**config.mk**
```make
export PLATFORM = sky130hd
export DESIGN_NAME = kme_chk_fifo
export DESIGN_NICKNAME = d
export VERILOG_FILES = /design/src/rtl/kme_chk_pkg.sv /design/src/rtl/kme_chk_fifo.sv
export SDC_FILE = /design/constraint.sdc
export NUM_CORES = 1
export LEC_CHECK = 0
export ABC_AREA = 1
export BUFFER_PORTS_ARGS = -buffer_cell sky130_fd_sc_hd__buf_2
export CORE_MARGIN = 3
export CORE_UTILIZATION = 35
export CTS_BUF_LIST = sky130_fd_sc_hd__clkbuf_8
export DETAILED_ROUTE_END_ITERATION = 7
export PLACE_DENSITY = 0.5
export SKIP_LAST_GASP = 1
export SLEW_MARGIN = 20
export SYNTH_ARGS = -nofsm -noshare
export SYNTH_HDL_FRONTEND = slang
export SYNTH_SLANG_ARGS = --single-unit
```
**constraint.sdc**
```tcl
create_clock -name clk -period 3.15 [get_ports clk]
set_clock_uncertainty 0.1 [all_clocks]
set_input_delay 0 -clock clk [delete_from_list [all_inputs] [get_ports clk]]
set_output_delay 0 -clock clk [all_outputs]
set_load 0.005 [all_outputs]
```
**src/rtl/kme_chk_pkg.sv**
```systemverilog
// Shared definitions for the KME AXI-stream beat checker.
// Latency: n/a (constants and types only).
// Backpressure: n/a.
package kme_chk_pkg;

    // Observed tuser framing codes
    localparam logic [7:0] TU_SOT = 8'h01;
    localparam logic [7:0] TU_EOT = 8'h02;
    localparam logic [7:0] TU_MID = 8'h03;

    // Framing state tracked from the observed stream
    typedef enum logic [1:0] {
        ST_IDLE  = 2'd0,
        ST_FRAME = 2'd1,
        ST_STATS = 2'd2
    } chk_state_e;

    // Bit positions inside the per-beat mismatch mask
    localparam int MM_TDATA = 0;
    localparam int MM_TUSER = 1;
    localparam int MM_TSTRB = 2;
    localparam int MM_TLAST = 3;
    localparam int MM_TID   = 4;
    localparam int MM_PROTO = 5;
    localparam int MM_W     = 6;

endpackage

```
**src/rtl/kme_chk_fifo.sv**
```systemverilog
// Synchronous FIFO holding expected beats, with occupancy output.
// Latency: written entry is visible at the head the cycle after the push.
// Backpressure: writes refused while full; a same-cycle read does not free a slot for the write.
module kme_chk_fifo
    import kme_chk_pkg::*;
#(
    parameter int unsigned WIDTH = 8,
    parameter int unsigned DEPTH = 16,
    localparam int unsigned AW   = $clog2(DEPTH)
) (
    input  logic             clk,
    input  logic             rst_n,
    input  logic             i_wr_vld,
    input  logic [WIDTH-1:0] i_wr_dat,
    output logic             o_full,
    input  logic             i_rd_rdy,
    output logic             o_rd_vld,
    output logic [WIDTH-1:0] o_rd_dat,
    output logic [AW:0]      o_level
);

    logic [WIDTH-1:0] r_mem [DEPTH];
    logic [AW-1:0]    r_wr_ptr;
    logic [AW-1:0]    r_rd_ptr;
    logic [AW:0]      r_level;
    logic             w_push;
    logic             w_pop;

    assign o_full   = (r_level == (AW+1)'(DEPTH));
    assign o_rd_vld = (r_level != '0);
    assign o_rd_dat = r_mem[r_rd_ptr];
    assign o_level  = r_level;
    assign w_push   = i_wr_vld & ~o_full;
    assign w_pop    = i_rd_rdy & o_rd_vld;

    // Storage array; contents need no reset because pointers define validity
    always_ff @(posedge clk) begin
        if (w_push) r_mem[r_wr_ptr] <= i_wr_dat;
    end

    // Pointer and occupancy tracking; reset flushes the queue
    always_ff @(posedge clk or negedge rst_n) begin
        if (!rst_n) begin
            r_wr_ptr <= '0;
            r_rd_ptr <= '0;
            r_level  <= '0;
        end else begin
            if (w_push) r_wr_ptr <= r_wr_ptr + 1'b1;
            if (w_pop)  r_rd_ptr <= r_rd_ptr + 1'b1;
            r_level <= r_level + (AW+1)'(w_push) - (AW+1)'(w_pop);
        end
    end

endmodule

```
After elaboration in Yosys (flattened, before gate mapping)

Memory sizes are Yosys's and may differ from the RTL's.
Index checks and enable logic that the tools add are counted.

Bitwise operators: 3
Equal/unequal tests: 1
Muxes and demuxes: 2
Reduce and logical (&&, ||, !) cells: 1
Add/sub/neg operators: 4

Operators with widths:

| kind                | number |
|---|---|
| $add 4x1->4 const B | 2 |
| $add 5x1->5         | 1 |
| $eq 5x5->1 const B  | 1 |
| $reduce_bool 5->1   | 1 |
| $sub 5x1->5         | 1 |
| $and 1x1->1         | 2 |
| $mux 1              | 2 |
| $not 1->1           | 1 |

Output and inout port bits: 15
Memories kept: 1
Input bits: 12
RAM bits: 128
Logic and storage cells: 15
Flip-flop bits (word level): 13

Memories:

| memory | depth | width | rd ports | clocked after Yosys merged registers in | wr ports | line               | text |
|---|---|---|---|---|---|---|---|
| r_mem  | 16    | 8     | 1        | 0                                       | 1        | kme_chk_fifo.sv:22 | `logic [WIDTH-1:0] r_mem [DEPTH];` |

Longest topological paths before layout

Depth in word-level cells: 5
Mapped depth: 16
Depth with buffers taken out: 16

Worst setup path after synthesis

No wires, ideal clock.

Kind: reg-to-reg
Start: reg r_level[3] (netlist: o_level[3])
End: reg r_level[4] (netlist: o_level[4])
Clock period less this slack: 2.424 ns
Path slack: 0.726 ns
Cell stages (with the launch flop): 17
Required time: 2.971 ns
Data arrival time: 2.245 ns
Path buffers: 0
Setup time: 0.079 ns
Cell sequence: dfrtp_1 > inv_1 > ha_1 > nand4_1 > nand2_1 > inv_1 > ha_1 > inv_1 > ha_1 > inv_1 > fa_1 > inv_1 > nand2_1 > nand2_1 > nand2_1 > nand2_1 > xor2_1

Elaborated cells on any way between the ends: 7
Those cells by class: 2 x add/sub; 1 x eq/ne; 3 x bitwise; 1 x reduce/logical

RTL lines:

| what                     | line               | text |
|---|---|---|
| start: declaration       | kme_chk_fifo.sv:25 | `logic [AW:0] r_level;` |
| start signal: assignment | kme_chk_fifo.sv:50 | `r_level <= r_level + (AW+1)'(w_push) - (AW+1)'(w_pop);` |
| $reduce_bool 5->1        | kme_chk_fifo.sv:30 | `assign o_rd_vld = (r_level != '0);` |
| named net o_rd_vld       | kme_chk_fifo.sv:17 | `output logic o_rd_vld,` |
| $and 1x1->1              | kme_chk_fifo.sv:34 | `assign w_pop = i_rd_rdy & o_rd_vld;` |
| named net w_pop          | kme_chk_fifo.sv:27 | `logic w_pop;` |
| $sub 5x1->5              | kme_chk_fifo.sv:50 |  |

The timed path passes the listed nets, and every way through them passes these cells.
A chain may end at the register's enable or synchronous reset.

Worst setup path after layout

Start: reg r_level[3] (netlist: o_level[3])
End: reg r_level[4] (netlist: o_level[4])

Elaborated cells on any way between the ends: 7
Those cells by class: 2 x add/sub; 1 x eq/ne; 3 x bitwise; 1 x reduce/logical

RTL lines:

| what              | line |
|---|---|
| $reduce_bool 5->1 | kme_chk_fifo.sv:30 |
| $and 1x1->1       | kme_chk_fifo.sv:34 |
| named net w_pop   | kme_chk_fifo.sv:27 |
| $sub 5x1->5       | kme_chk_fifo.sv:50 |

The timed path passes the listed nets, and every way through them passes these cells.

==> reports/qor.yml <==
status: "finished, final reports clean"
min_from: "i_wr_vld"
synth_area_leader_cell: "edfxtp_1"
yosysWarnings: 0
ys_ff_latch: 141
crit_start: "o_level[3]$_DFF_PN0_"
cts_tree: "done"
tightest_slew_ns: 0.950
fmax_ghz: 0.381
cts_resized: 0
drtIter0Drc: 304
syn_to_final_growth_pct: 12.3
core_area_um2: 17300
initial_core_util_pct: 35.9
critical_path.max_fanout: 5
yosysSeqAreaShare_pct: 67.2
cp-end-kind: "register"
grt_pass1_wl_um: 22200
io_pins: 27
synth_flop_cell: "edfxtp_1"
holdWs_ns: 0.375
maxSlewViolCount: 0
vias_per_cell: 4.58
post-route-min-period_ns: 2.63
finalSetupViolCount: 0
clock_latency_ns: 0.43
row_count: 48
yosysMostFrequentCell: "nand2_1"
clock-sinks: 141
synth_area_per_cell_um2: 10.2
drt-pass1-iter-count: 4
post_cts_buffers: 0
busiest_layer: "met2"
overflow: 0
grt_pass1_vias: 4063
clkTransAtPathRegs_ns: 0.08
synth_common_cells: "224 x nand2_1, 128 x edfxtp_1, 69 x inv_1"
met3_usage_pct: 3.17
timing.rr.start: "o_level[3]$_DFF_PN0_"
grtUsageMet2_pct: 25.3
start_kind: "register"
finalCritPeriodShare_pct: 83.4
htree_num_levels: 4
required_ns: 3.40
slew_headroom_pct: 36.6
clock_path_buffers: 2
cts_root_buf: "clkbuf_8"
synth-edff-count: 128
num_antenna_cells: 0
portBuffers: 26
use_met1_pct: 19.6
die_w_um: 139
syn_inst: 605
grtUsageTotal_pct: 15.3
fp.dieArea_um2: 19400
synth_nets: 629
finalHoldViolCount: 0
worstSetupPathType: "register to register"
detailroute.via_count: 4023
synth_area_leaders: "edfxtp_1 62%, nand2_1 14%, dfrtp_1 5.2%"
setup_tns_ns: 0
rsz0062_at_grt: "no"
cts_buffers: 17
leakage_nw: 2.96
nets: 666
ys_types: 18
synth_area_um2: 6200
postRouteAntennaNets: 0
fp.dieH_um: 139
drc: 0
synthArstFlopShare_pct: 9.22
min_path_type: "input pin to register"
antenna_found_initial: 0
drt_wl_total_um: 14300
drive_gt1_share_pct: 9.02
arrival_ns: 2.88
routedWlPerCell_um: 16.3
grt_max_degree: 82
place.detailed.hpwl_um: 9190
maxCapViolCount: 0
fillers: 1694
synth_top_cell_area_share_pct: 62.0
ir_worst_vdd_v: 0.000404
cts_hold_buf: 12
powerDensity_nw_per_um2: 845
gp_congestion: 0.842
==> per-stage QoR <==
step	cell area (µm²)	cells	setup slack (ns)	utilization, %	power (mW)
after floorplan	6200	605	0.726	-	3.95
after global placement	6500	836	0.635	37.6	4.62
after detailed placement	6500	836	0.532	37.6	4.65
after CTS	6970	879	0.512	40.3	5.96
after global routing	6970	879	0.290	40.3	6.35
final	6970	879	0.523	40.3	5.89
==> kinds of logic (layout without fill, tap and decap cells) <==
group	count (synthesis)	after routing	synth area share, %
XOR/XNOR	10	10	1.41
AND/OR/NAND/NOR	343	343	22.0
flip-flops	141	141	67.2
AO/OA/AOI/OAI	5	5	0.403
adder cells (fa/ha/maj)	12	12	2.54
buffers and inverters	94	143	6.42
==> flip-flops by register name, indices dropped and copies added, names as in the netlist <==
name / flops
r_mem: 128
o_level: 5
r_rd_ptr: 4
r_wr_ptr: 4
==> worst max-delay path, cell delays in order, from the launching register on <==
cell,delay (ns)
dfrtp_1,0.41
inv_1,0.09
ha_1,0.17
nand4_1,0.14
nand2_1,0.18
inv_1,0.10
ha_1,0.28
inv_1,0.05
ha_1,0.15
inv_1,0.06
fa_1,0.40
inv_1,0.07
nand2_1,0.04
nand2_1,0.05
nand2_1,0.04
nand2_1,0.06
xor2_1,0.14
==> cell type report <==
class                           instances  area (µm²)  area share (%)
Clock buffer                           17         234            3.36
Inverter                               73         274            3.93
Sequential cell                       141        4170            59.9
Multi-Input combinational cell        370        1630            23.5
Tap cell                              225         282            4.04
Timing Repair Buffer                   39         258            3.70
Clock inverter                         14         114            1.63
==> final timing paths <==
path	end	slack [ns]	cells past startpoint
max	o_level[4]$_DFF_PN0_	0.52	16
min	r_wr_ptr[0]$_DFFE_PN0P_	0.37	4
max reg2reg	o_level[4]$_DFF_PN0_	0.52	16
min reg2reg	o_level[0]$_DFF_PN0_	0.45	1
max in group asynchronous	r_rd_ptr[0]$_DFFE_PN0P_	2.00	3
min in group asynchronous	r_rd_ptr[1]$_DFFE_PN0P_	0.52	3
==> where the power goes <==
part,switching [mW],internal (mW)
clock network,0.638,0.673
logic,1.43,0.679
registers,0.179,2.28
==> cell usage in the layout (no fill, tap or decap), drive strengths merged <==
master / netlist / routed
nand4: 2 / 2
dfrtp: 13 / 13
edfxtp: 128 / 128
nand3: 51 / 51
o21ai: 5 / 5
fa: 1 / 1
dlygate4sd3: 0 / 12
nor2: 66 / 66
xor2: 6 / 6
xnor2: 4 / 4
clkinv: 0 / 8
nand2: 224 / 224
clkbuf: 3 / 17
bufinv: 0 / 2
buf: 18 / 27
inv: 73 / 77
ha: 11 / 11
==> routing by layer <==
layer  wire, µm  share of wire, %
met5          0                 0
met4        365               2.6
met3        588               4.1
met2       6920                48
met1       6440                45
(Power assumes the default switching activity.)
